==> src/rtl/pipeline_mem_arbiter.sv <==
// Arbitrates an instruction-fetch port and a data port onto one memory port.
// Only one memory transaction is ever outstanding. A waiting fetch is starved for at most D_STREAK_MAX data grants.
module pipeline_mem_arbiter #(
    parameter int XLEN         = 32,
    parameter int D_STREAK_MAX = 3
) (
    input  logic            clk,
    input  logic            rst_n,
    input  logic            if_req,
    input  logic [XLEN-1:0] if_addr,
    output logic            if_gnt,
    output logic            if_rvalid,
    output logic [XLEN-1:0] if_rdata,
    input  logic            d_req,
    input  logic            d_we,
    input  logic [XLEN-1:0] d_addr,
    input  logic [XLEN-1:0] d_wdata,
    input  logic [3:0]      d_be,
    output logic            d_gnt,
    output logic            d_rvalid,
    output logic [XLEN-1:0] d_rdata,
    output logic            mem_req,
    output logic            mem_we,
    output logic [XLEN-1:0] mem_addr,
    output logic [XLEN-1:0] mem_wdata,
    output logic [3:0]      mem_be,
    input  logic            mem_gnt,
    input  logic            mem_rvalid,
    input  logic [XLEN-1:0] mem_rdata,
    output logic            stall_if,
    output logic            stall_mem
);

    typedef enum logic [1:0] {
        IDLE     = 2'd0,
        WAIT_GNT = 2'd1,
        WAIT_RSP = 2'd2
    } state_t;

    localparam logic [3:0] STREAK_MAX_C = 4'(D_STREAK_MAX);

    state_t            state_r;
    state_t            state_nxt_s;
    logic              owner_data_r;
    logic              we_r;
    logic [XLEN-1:0]   addr_r;
    logic [XLEN-1:0]   wdata_r;
    logic [3:0]        be_r;
    logic [3:0]        streak_r;

    logic              any_req_s;
    logic              pick_fetch_s;
    logic              grant_s;

    assign any_req_s    = if_req | d_req;
    // Data normally wins; a fetch that has waited out the streak limit takes the next slot.
    assign pick_fetch_s = if_req && (!d_req || (streak_r >= STREAK_MAX_C));
    assign grant_s      = (state_r == IDLE) && any_req_s;

    // State register
    always_ff @(posedge clk or negedge rst_n) begin
        if (!rst_n) begin
            state_r <= IDLE;
        end else begin
            state_r <= state_nxt_s;
        end
    end

    // Next-state logic
    always_comb begin
        state_nxt_s = state_r;
        case (state_r)
            IDLE: begin
                if (any_req_s) begin
                    state_nxt_s = WAIT_GNT;
                end else begin
                    state_nxt_s = IDLE;
                end
            end
            WAIT_GNT: begin
                if (mem_gnt) begin
                    state_nxt_s = WAIT_RSP;
                end else begin
                    state_nxt_s = WAIT_GNT;
                end
            end
            WAIT_RSP: begin
                if (mem_rvalid) begin
                    state_nxt_s = IDLE;
                end else begin
                    state_nxt_s = WAIT_RSP;
                end
            end
            default: state_nxt_s = IDLE;
        endcase
    end

    // Latch the granted request and track the data-grant streak
    always_ff @(posedge clk or negedge rst_n) begin
        if (!rst_n) begin
            owner_data_r <= 1'b0;
            we_r         <= 1'b0;
            addr_r       <= '0;
            wdata_r      <= '0;
            be_r         <= 4'h0;
            streak_r     <= 4'h0;
        end else if (grant_s) begin
            if (pick_fetch_s) begin
                owner_data_r <= 1'b0;
                we_r         <= 1'b0;
                addr_r       <= if_addr;
                wdata_r      <= '0;
                be_r         <= 4'hF;
                streak_r     <= 4'h0;
            end else begin
                owner_data_r <= 1'b1;
                we_r         <= d_we;
                addr_r       <= d_addr;
                wdata_r      <= d_wdata;
                be_r         <= d_be;
                if (!if_req) begin
                    streak_r <= 4'h0;
                end else if (streak_r != 4'hF) begin
                    streak_r <= streak_r + 4'd1;
                end else begin
                    streak_r <= streak_r;
                end
            end
        end else begin
            owner_data_r <= owner_data_r;
            we_r         <= we_r;
            addr_r       <= addr_r;
            wdata_r      <= wdata_r;
            be_r         <= be_r;
            streak_r     <= streak_r;
        end
    end

    // Output decode; everything is forced low while reset is asserted
    always_comb begin
        if_gnt    = 1'b0;
        if_rvalid = 1'b0;
        if_rdata  = '0;
        d_gnt     = 1'b0;
        d_rvalid  = 1'b0;
        d_rdata   = '0;
        mem_req   = 1'b0;
        mem_we    = 1'b0;
        mem_addr  = '0;
        mem_wdata = '0;
        mem_be    = 4'h0;
        stall_if  = 1'b0;
        stall_mem = 1'b0;
        if (rst_n) begin
            mem_addr  = addr_r;
            mem_wdata = wdata_r;
            mem_be    = be_r;
            case (state_r)
                IDLE: begin
                    if (any_req_s) begin
                        if_gnt = pick_fetch_s;
                        d_gnt  = !pick_fetch_s;
                    end else begin
                        if_gnt = 1'b0;
                        d_gnt  = 1'b0;
                    end
                end
                WAIT_GNT: begin
                    mem_req = 1'b1;
                    mem_we  = we_r;
                end
                WAIT_RSP: begin
                    if (mem_rvalid) begin
                        if_rvalid = !owner_data_r;
                        d_rvalid  = owner_data_r;
                        if_rdata  = owner_data_r ? '0 : mem_rdata;
                        d_rdata   = owner_data_r ? mem_rdata : '0;
                    end else begin
                        if_rvalid = 1'b0;
                        d_rvalid  = 1'b0;
                    end
                end
                default: begin
                    mem_req = 1'b0;
                end
            endcase
            stall_if  = if_req && !if_rvalid;
            stall_mem = d_req && !d_rvalid;
        end else begin
            mem_req = 1'b0;
        end
    end

endmodule

==> config.mk <==
export PLATFORM = sky130hd
export DESIGN_NAME = pipeline_mem_arbiter
export DESIGN_NICKNAME = d
export VERILOG_FILES = /design/src/rtl/pipeline_mem_arbiter.sv
export SDC_FILE = /design/constraint.sdc
export NUM_CORES = 1
export LEC_CHECK = 0
export CORE_ASPECT_RATIO = 1.75
export CORE_MARGIN = 4
export CORE_UTILIZATION = 38
export DETAILED_ROUTE_END_ITERATION = 8
export PLACE_DENSITY = 0.82
export SYNTH_ARGS = -nofsm -noshare
export SYNTH_HDL_FRONTEND = slang
export SYNTH_SLANG_ARGS = --single-unit
export TNS_END_PERCENT = 10
==> constraint.sdc <==
create_clock -name clk -period 2.5 [get_ports clk]
set_clock_uncertainty 0.1 [all_clocks]
set_input_delay 0.5 -clock clk [delete_from_list [all_inputs] [get_ports clk]]
set_output_delay 0.5 -clock clk [all_outputs]
set_load 0.05 [all_outputs]
* Word-level counts from Yosys, hierarchy flattened *
Cells that the tools add are included.

storage, ports and cells
  latch bits = 0
  bits in writable memories = 0
  memory bits (read-only) = 0
  output and inout bits = 140
  memories kept = 0
  flip-flop bits (word level) = 76

operators by class
  mux-type cells = 43
  bitwise operators = 1
  eq/ne operators = 4
  multiply operators = 0
  shift-type cells = 0
  div/mod/pow operators = 0
  $lt $le $gt $ge = 1
  $add $sub $neg = 1
  reduce and logical (&&, ||, !) cells = 12

operator list
  cell                                                   number
  two-way mux 32 bit                                     12
  two-way mux 1 bit                                      23
  two-way mux 4 bit                                      5
  case mux 2 bit (3 select lines)                        1
  logical NOT 1 bit                                      5
  adder 4 x 1 -> 4 bit, second input constant            1
  >= comparator 4 x 2 -> 1 bit, second input constant    1
  logical AND 1 bit                                      4
  two-way mux 2 bit                                      2
  inequality test 4 bit, second input constant           1
  inequality test 3 x 1 -> 1 bit, second input constant  1
  == test 2 x 1 -> 1 bit, second input constant          1
  == test 2 bit, second input constant                   1
  logical NOT 2 bit                                      1
  AND reduction 2 bit                                    1
  logical OR 1 bit                                       1
  OR 1 bit                                               1

* Depth between registers and ports, before layout *
Gate-level depths: netlist of the first run.

  depth in word-level cells = 7
  depth in mapped cells = 8
  depth with buffers taken out = 4

* Worst setup path after synthesis of the first run *
Ideal clock, no wire load.

  path kind = register -> output
  from = reg streak_r[0]
  to = out d_gnt
  slack = -0.869 ns
  arrival time = 2.769 ns
  cell stages (with the launch flop) = 8
  path buffers = 3
  data required time = 1.900 ns
  cells stage by stage = dfrtp_1 > ha_1 > or4b_1 > buf_2 > and2_4 > buf_6 > buf_2 > nor3b_1

between the ends
  word-level cells in the longest chain between the ends = 7

RTL lines
  item                          RTL line  RTL
  start, declared               49        logic [3:0] streak_r;
  start signal, assigned        124       streak_r <= streak_r + 4'd1;
  start signal, assigned        126       streak_r <= streak_r;
  start signal, assigned        135       streak_r <= streak_r;
  >= comparator 4 x 2 -> 1 bit  57        assign pick_fetch_s = if_req && (!d_req || (streak_r >= STREAK_MAX_C));
  logical OR 1 bit              57
  logical AND 1 bit             57
  logical NOT 1 bit             162       d_gnt = !pick_fetch_s;
  two-way mux 1 bit             160       if (any_req_s) begin
  two-way mux 1 bit             158       case (state_r)
  two-way mux 1 bit             154       if (rst_n) begin
  end, declared                 19        output logic d_gnt,

No other way between the ends.

* Worst setup path in the final report of the first run *
Same ends and word-level chain as after synthesis.

==> results of run 1 <==
-- final cells by class --
| cell class | count | share of cell area (%) |
|---|---|---|
| Antenna cell | 5 | 0.1333 |
| Inverter | 36 | 1.440 |
| Timing Repair Buffer | 302 | 47.55 |
| Tap cell | 135 | 1.800 |
| Sequential cell | 76 | 20.26 |
| Clock buffer | 10 | 2.439 |
| Clock inverter | 6 | 0.6798 |
| Multi-Input combinational cell | 337 | 25.70 |
-- registers in the layout (all words and copies together) (netlist names) --
signal and count:
state_r 2, owner_data_r 1, be_r 4, addr_r 32, we_r 1, wdata_r 32, streak_r 4
-- where the power goes --
part | internal [mW] | leakage (nW) | switching, mW
clock | 0.773 | 0.139 | 0.512
sequential | 1.79 | 0.941 | 0.322
combinational | 2.34 | 2.83 | 2.82
-- layer usage --
metal  vias up  wire (microns)
met3        48            1890
met1      2453            6928
li1       2307               -
met5         -              15
met2       276           10950
met4         2             782
-- critical path: stages (launching register included) --
cell	delay, ps
dfrtp_1	380
ha_2	190
or4b_4	490
and2_4	170
nor3b_4	210
buf_12	170
-- cells by family after synthesis --
logic type                 Yosys count  share of synthesized area [%]
AOI/OAI and AO/OA                   85                          17.37
DFF                                 76                          41.51
and+or+nand+nor                    251                          32.50
adders and majority gates            1                         0.2730
buffers and inverters               92                          8.356
-- stage by stage --
step	TNS (ps)	setup slack [ps]	area [sq um]	hold slack, ps
detailed placement	-1799	-93.41	8935	366.8
global route	-176.6	-97.87	9387	132.1
floorplan	-1266	-158.9	4609	104.4
finish	-87.06	-44.16	9387	96.57
global placement	-1607	-93.13	8935	365.9
CTS	-291.0	-79.97	9321	107.4
-- final timing paths --
check	endpoint	cells past startpoint	slack (ps)
worst max-delay path	d_gnt	5	-40
worst min-delay path	addr_r[6]$_DFFE_PN0N_	2	100
worst max register to register	addr_r[3]$_DFFE_PN0N_	6	320
worst min register to register	wdata_r[3]$_DFFE_PN0N_	1	390
max in group asynchronous	addr_r[26]$_DFFE_PN0N_	2	1820
min in group clk	wdata_r[3]$_DFFE_PN0N_	1	390
-- synthesized netlist by cell type --
cell       count
a21oi_1       15
a21oi_2        1
a22o_1         1
and2_1       136
and2_4         1
and3_1         4
and3b_1        1
buf_1          4
buf_2          6
buf_6          4
clkbuf_1      42
dfrtp_1       76
ha_1           1
inv_1         36
nand2_1        3
nand3_1       65
nand4_1       34
nor2_1         2
nor2b_1        1
nor3b_1        1
nor4b_1        1
o21ai_0        3
o221ai_1      32
o2bb2ai_1     14
o2bb2ai_2     19
or2_2          1
or4b_1         1
-- layout by cell type (no fill, tap or decap), types with 3 or more instances in the layout --
| master | n |
|---|---|
| clkbuf_16 | 10 |
| o2bb2ai_1 | 14 |
| buf_12 | 146 |
| o2bb2ai_2 | 19 |
| inv_1 | 36 |
| and2_4 | 31 |
| o21ai_0 | 3 |
| diode_2 | 5 |
| buf_4 | 17 |
| and2_1 | 105 |
| nand4_1 | 34 |
| o221ai_1 | 32 |
| clkdlybuf4s50_1 | 135 |
| nand3_1 | 65 |
| dfrtp_1 | 76 |
| a21oi_1 | 15 |
-- timing repair --
action / 4_1_cts / 5_1_grt
pin swaps: 4 / 3
gates cloned: 0 / 2
setup endpoints to repair: 66 / 66
buffers inserted: 1 / 1
resized for setup: 34 / 3
==> impl_metrics.ini, run 1 <==
[finish]
postLayoutCoreUtil_pct = 80.15
multi_input_comb_area_sq_um = 2412
nets = 902
drive_above_1_share_pct = 31.42
syn_to_final_growth_pct = 104.9
seq_area_sq_um = 1902
final_cells = 907
fillers = 660

[synthesis]
synth_top_area_share_pct = 41.51
ys_seq_area_share_pct = 41.51
synth_cell_type_count = 27
ys_ff_latch = 76
avgSynthCellArea_sq_um = 9.073
synth_nets = 645
synth_cells = 505
syn-cell-area_sq_um = 4582
ys_warn_count = 0
yosysTopAreaCell = dfrtp_1
yosys-top-cells-area = dfrtp_1, and2_1, nand3_1, o2bb2ai_2, o221ai_1

[worst_setup_path]
r2r_start = streak_r[0]$_DFFE_PN0P_
critical_path_class = reg2out
cp-end-kind = output pin
cp.arrival_ps = 1940
critical_path.max_fanout = 3
crit_path_start = streak_r[0]$_DFFE_PN0P_
worstPathRequired_ps = 1900
startpoint_type = flip-flop

[global_routing]
grt_use_met3_pct = 9.149
grt.total_usage_pct = 28.69
antenna_found_initial = 6
grtUsageMet2_pct = 50.88
grt_pass1_vias = 5301
grt_max_degree = 76
grt_busiest_layer = met2
use_met1_pct = 30.72
grt_pass1_wl_microns = 31220
globalRouteOverflowTotal = 0

[timing]
final.min_clock_period_ps = 2544
min_period_over_period_pct = 101.8
worst_pin_slew_ps = 644.9
hold_viol_final = 0
rsz0062_at_grt = true
worst_slack_ps = -44.16
relSlewSlack_pct = 57.01
fmax_mhz = 393.1
finalSetupViolCount = 2
slew_violations = 0

[clock_tree]
insertion_delay_ps = 330
cts_sinks = 76
hold_buffers = 0
clk_path_buf_depth = 2
cts_tree = done
cts_max_level = 3
cts_root_buffer = clkbuf_16
clkTransAtPathRegs_ps = 60
cts_buffers = 9

[placed_design]
dp.cells = 882
io_buffer_count = 278
dp_hpwl_microns = 15380
gp_congestion = 0.8747

[floorplanning]
die_w_microns = 91.01
core_sq_um = 11710
rows = 52
die_height_microns = 153.3
start_util_pct = 39.12
io_pins = 279
die_area_sq_um = 13950

[pwr]
p_leak_nw = 3.908
p_per_area_nw_per_um2 = 911.9
finalPower_mw = 8.560
vdd_ir_drop_max_mv = 0.6289

[routing]
drc_errors = 0
avgRoutedWirePerCell_microns = 22.68
dr_total_vias = 5086
drt_iter0_drc = 280
first_pass_iters = 5
vias_per_cell = 5.607
drt_wl_total_microns = 20570
drtAntennaViolNets = 0

[run_status]
outcome = finished with violations
violations = setup timing

[worst_hold_path]
hp-class = in2async

[flow_run]
drv_cap = 0
Power figures use the tool's default switching activity.
==> run 2, diff against run 1 <==
--- a/config.mk
+++ b/config.mk
@@ -9,7 +9,8 @@
 export CORE_MARGIN = 4
 export CORE_UTILIZATION = 38
 export DETAILED_ROUTE_END_ITERATION = 8
-export PLACE_DENSITY = 0.82
+export GPL_ROUTABILITY_DRIVEN = 0
+export PLACE_DENSITY = 0.92
 export SYNTH_ARGS = -nofsm -noshare
 export SYNTH_HDL_FRONTEND = slang
 export SYNTH_SLANG_ARGS = --single-unit
==> run 2 against run 1 <==
  * Largest power group unchanged
  * The run still ends with setup timing left
  * Power rose by 2.0%
  * Critical path type unchanged
  * Register-to-register slack improved by 70 ps
  * Global-route usage is 0.92 points higher
  * Critical endpoint unchanged
  * Hold slack better by 29 ps
  * Sequential share of layout area rose by 0.051 points
  * Cell area is 0.25% lower
  * Critical path depth unchanged
  * Worst setup slack worse by 19 ps
  * Non-clock buffer count is 6 higher
  * Flip-flop and latch count is the same
  * Sequential power is essentially flat
  * Combinational power is 2% higher
==> impl_metrics.ini, run 2 (synthesis results as in run 1) <==
[finish]
syn_to_final_growth_pct = 104.3
largest_registers = addr_r x32, wdata_r x32
mostFrequentLayoutCells = buf_12, clkdlybuf4s50_1, and2_1
nets = 908
postLayoutCoreUtil_pct = 79.95
final_cells = 909
final_common_cell = buf_12
drive_above_1_share_pct = 29.37
final_area_sq_um = 9363

[global_routing]
grt_max_degree = 73
globalRouteOverflowTotal = 0
grt.total_usage_pct = 29.61
grt_pass1_vias = 5460
grt_pass1_wl_microns = 32020
antenna_found_initial = 3

[clock_tree]
cts_root_buffer = clkbuf_16
cts_max_level = 3
insertion_delay_ps = 330
cts_tree = done
clkTransAtPathRegs_ps = 60
clk_path_buf_depth = 2
cts_buffers = 9
cts_sinks = 76

[timing]
worst_hold_slack_ps = 125.3
min_period_over_period_pct = 102.5
worst_slack_ps = -62.89
setup_tns_ps = -112.4
slew_violations = 0
relSlewSlack_pct = 64.76
final.min_clock_period_ps = 2563
hold_viol_final = 0
worst_pin_slew_ps = 528.6
rsz0062_at_grt = true
finalSetupViolCount = 2
fmax_mhz = 390.2

[pwr]
finalPower_mw = 8.727
seq_power_share_pct = 24.6
p_per_area_nw_per_um2 = 932.1
vdd_ir_drop_max_mv = 0.7965
swShare_pct = 43.03
p_switching_mw = 3.755
p_leak_nw = 3.909
intPower_mw = 4.972
clkPwrFrac_pct = 14.9
power_frac_comb_pct = 60.5

[placed_design]
dp.cells = 884
io_buffer_count = 278
placed_area_sq_um = 8944
post-place-ws_ps = -132.6
dp_hpwl_microns = 15980

[routing]
avgRoutedWirePerCell_microns = 23.07
vias_per_cell = 5.744
drt_iter0_drc = 328
drt_wl_total_microns = 20970
drtAntennaViolNets = 0
first_pass_iters = 5
dr_total_vias = 5221
drc_errors = 0

[floorplanning]
start_util_pct = 39.12
die_area_sq_um = 13950
die_w_microns = 91.01
io_pins = 279
core_sq_um = 11710
rows = 52
die_height_microns = 153.3

[worst_setup_path]
r2r_start = state_r[0]$_DFF_PN0_
worstPathRequired_ps = 1900
crit_path_start = streak_r[1]$_DFFE_PN0P_
startpoint_type = flip-flop
critical_path.max_fanout = 4
cp-end-kind = output pin
cp.arrival_ps = 1960
critical_path_class = reg2out

[run_status]
violations = setup timing
outcome = finished with violations

[worst_hold_path]
hp-class = in2async

[flow_run]
drv_cap = 0
==> run 2: cell types whose count changed in the layout (fill, tap and decap cells not counted), sizes merged <==
cell           before  now
dlymetal6s2s        1    0
dlygate4sd2         1    2
clkdlybuf4s50     135  134
dlygate4sd3         0    1
buf               164  171
clkinvlp            2    1
diode               5    1
==> run 2: worst paths after layout <==
path / slack (ps) / depth (start not counted) / end
worst min register to register: 390 / 1 / wdata_r[0]$_DFFE_PN0N_
worst max register to register: 390 / 5 / addr_r[13]$_DFFE_PN0N_
min in group clk: 390 / 1 / wdata_r[0]$_DFFE_PN0N_
worst max-delay path: -60 / 5 / d_gnt
max in group asynchronous: 1260 / 2 / state_r[1]$_DFF_PN0_
worst min-delay path: 130 / 2 / be_r[0]$_DFFE_PN0N_
==> run 2: cell type report <==
class	count	area [sq um]
clock buffers	11	232.7
multi-input cells	337	2365
fillers	608	2349
flip-flops and latches	76	1902
repair buffers	308	4497
clock inverters	5	60.06
diodes	1	2.502
inverters	36	135.1
well taps	135	168.9
==> run 2: layer usage <==
| layer | vias to the layer above | global-route usage [%] | wire, microns |
|---|---|---|---|
| met2 | 341 | 52.00 | 10960 |
| met1 | 2497 | 30.08 | 6767 |
| li1 | 2302 | - | - |
| met3 | 77 | 9.051 | 1881 |
| met4 | 4 | 18.63 | 1326 |
| met5 | - | 0 | 33 |
==> run 2: what timing repair did <==
action,4_1_cts,5_1_grt
hold buffers,1,0
hold endpoints to repair,10,0
setup buffers,3,3
endpoints found under the setup margin,66,2
pin swaps,5,2
resized for setup,20,0
gates cloned,1,0
==> run 2: power groups by stage <==
stage / clock network (mW) / logic (mW) / registers, mW
final: 1.30 / 5.28 / 2.14
after global routing: 1.38 / 5.53 / 2.21
after CTS: 1.32 / 5.27 / 2.14
after detailed placement: 0 / 5.21 / 2.15
after global placement: 0 / 5.01 / 2.09
after floorplan: 0 / 2.87 / 2.02
==> run 2: worst max-delay path, stage by stage, from the launching register on <==
cell	delay (ps)
dfrtp_1	390
ha_2	200
or4b_4	490
and2_4	180
nor3b_4	210
buf_12	170
==> run 3, diff against run 2 <==
==> constraint.sdc (replaced) <==
create_clock -name clk -period 2.5 [get_ports clk]
set_clock_uncertainty 0.1 [all_clocks]
set_input_delay 0.25 -clock clk [delete_from_list [all_inputs] [get_ports clk]]
set_output_delay 0.25 -clock clk [all_outputs]
set_load 0.02 [all_outputs]
==> run 3 against run 2 <==
  * The run now ends clean
  * Clock-buffer cell count fell by 1
  * Final cell count fell by 0.44%
  * Power fell by 20%
  * Worst setup slack improved by 160 ps
  * Core utilization fell by 13 points
  * Largest power group unchanged
  * Combinational power fell by 35%
  * First-iteration DRC count fell by 23%
  * Hold slack got worse by 82 ps
  * Global-route usage fell by 2.8 points
  * Sequential share of layout area rose by 4.0 points
==> impl_metrics.ini, run 3 (synthesis results as in run 1) <==
[pwr]
intPower_mw = 4.302
power_frac_comb_pct = 49.0
p_switching_mw = 2.708
p_per_area_nw_per_um2 = 896.2
swShare_pct = 38.63
clkPwrFrac_pct = 20.7
p_leak_nw = 3.488
seq_power_share_pct = 30.3
vdd_ir_drop_max_mv = 0.4416

[floorplanning]
die_w_microns = 91.01
rows = 52
die_area_sq_um = 13950
start_util_pct = 39.12
core_sq_um = 11710
die_height_microns = 153.3
io_pins = 279

[timing]
worst_slack_ps = 96.66
rsz0062_at_grt = false
hold_viol_final = 0
setup_tns_ps = 0
fmax_mhz = 416.1
min_period_over_period_pct = 96.13
relSlewSlack_pct = 29.82
final.min_clock_period_ps = 2403
slew_violations = 0
finalSetupViolCount = 0
worst_hold_slack_ps = 43.35
worst_pin_slew_ps = 1049

[global_routing]
grt_pass1_vias = 5329
grt_pass1_wl_microns = 29250
grt_max_degree = 47
grt.total_usage_pct = 26.77
antenna_found_initial = 6
globalRouteOverflowTotal = 0

[routing]
vias_per_cell = 5.603
drtAntennaViolNets = 0
drt_iter0_drc = 254
avgRoutedWirePerCell_microns = 21.05
drc_errors = 0
dr_total_vias = 5071
drt_wl_total_microns = 19050
first_pass_iters = 5

[worst_setup_path]
reg2reg_slack_ps = 400
critical_path.max_fanout = 33
startpoint_type = flip-flop
worstPathRequired_ps = 2150
cp.arrival_ps = 2050
critical_path_class = reg2out
cp-end-kind = output pin

[clock_tree]
insertion_delay_ps = 330
cts_sinks = 76
post-cts-setup-buffers = 0
clk_path_buf_depth = 2
cts_max_level = 3
clkTransAtPathRegs_ps = 70
cts_tree = done
cts_root_buffer = clkbuf_16
cts_buffers = 9

[finish]
drive_above_1_share_pct = 8.854
mostFrequentLayoutCells = clkdlybuf4s50_1, and2_1, dfrtp_1
final_area_sq_um = 7821
nets = 903
seq_area_sq_um = 1902
largest_registers = addr_r x32, wdata_r x32
final_cells = 905
final_common_cell = clkdlybuf4s50_1
fillers = 914
syn_to_final_growth_pct = 70.70
multi_input_comb_area_sq_um = 2307

[worst_hold_path]
hp-class = in2async

[placed_design]
io_buffer_count = 278
dp_hpwl_microns = 14260
post-place-ws_ps = -89.14
dp.cells = 883
placed_area_sq_um = 7528

[run_status]
outcome = finished clean

[flow_run]
drv_cap = 0
## run 3: cell types whose count changed in the layout (fill, tap and decap cells not counted), sizes merged
| cell | before | now |
|---|---|---|
| diode | 1 | 2 |
| clkdlybuf4s50 | 134 | 211 |
| bufinv | 1 | 2 |
| dlygate4sd2 | 2 | 60 |
| dlygate4sd3 | 1 | 4 |
| clkinv | 2 | 1 |
| inv | 37 | 38 |
| buf | 171 | 27 |
## run 3: repair_timing
item,4_1_cts,5_1_grt
pin swaps,0,0
resized for setup,65,3
endpoints found under the hold margin,67,0
hold buffers,4,0
endpoints found under the setup margin,62,2
## run 3: cell type report
cell class / count / share of cell area, %
Timing Repair Buffer: 303 / 37.98
Multi-Input combinational cell: 337 / 29.50
Sequential cell: 76 / 24.32
Clock buffer: 10 / 3.056
Tap cell: 135 / 2.160
Inverter: 36 / 1.728
Clock inverter: 6 / 1.200
Antenna cell: 2 / 0.06399
## run 3: path summary, 6_finish.rpt
path / from / to / cells past startpoint
max: state_r[0]$_DFF_PN0_ / if_rvalid / 4
min: rst_n / wdata_r[2]$_DFFE_PN0N_ / 3
max reg2reg: streak_r[0]$_DFFE_PN0P_ / addr_r[23]$_DFFE_PN0N_ / 5
min reg2reg: wdata_r[0]$_DFFE_PN0N_ / wdata_r[0]$_DFFE_PN0N_ / 1
max in group asynchronous: rst_n / be_r[1]$_DFFE_PN0N_ / 3
min in group clk: d_wdata[8] / wdata_r[8]$_DFFE_PN0N_ / 3
## run 3: worst max-delay path: stages, from the launching register on
cell	delay, ps
dfrtp_1	430
and3b_1	270
and3_1	230
buf_12	180
clkdlybuf4s50_1	610
## run 3: power groups by stage
| stage | sequential [mW] | combinational, mW | clock [mW] |
|---|---|---|---|
| 4_1_cts | 2.12 | 3.46 | 1.48 |
| 6_report | 2.13 | 3.43 | 1.45 |
| 5_1_grt | 2.19 | 3.69 | 1.54 |
| 2_1_floorplan | 2.02 | 2.11 | 0 |
| 3_5_place_dp | 2.13 | 3.46 | 0 |
| 3_3_place_gp | 2.10 | 3.33 | 0 |
## run 3: per-stage QoR
step	utilization [%]	total power, mW
after floorplan	-	4.129
final	66.78	7.010
after global placement	64.28	5.430
after global routing	66.76	7.417
after CTS	66.83	7.059
after detailed placement	64.28	5.594
## run 3: routing by layer
metal | up-vias | share of wire [%] | GRT usage [%]
met3 | 62 | 7.7 | 8.264
met1 | 2419 | 34 | 26.27
met2 | 282 | 53 | 49.16
met4 | 8 | 5.0 | 14.46
li1 | 2300 | - | -
met5 | - | 0.31 | 0
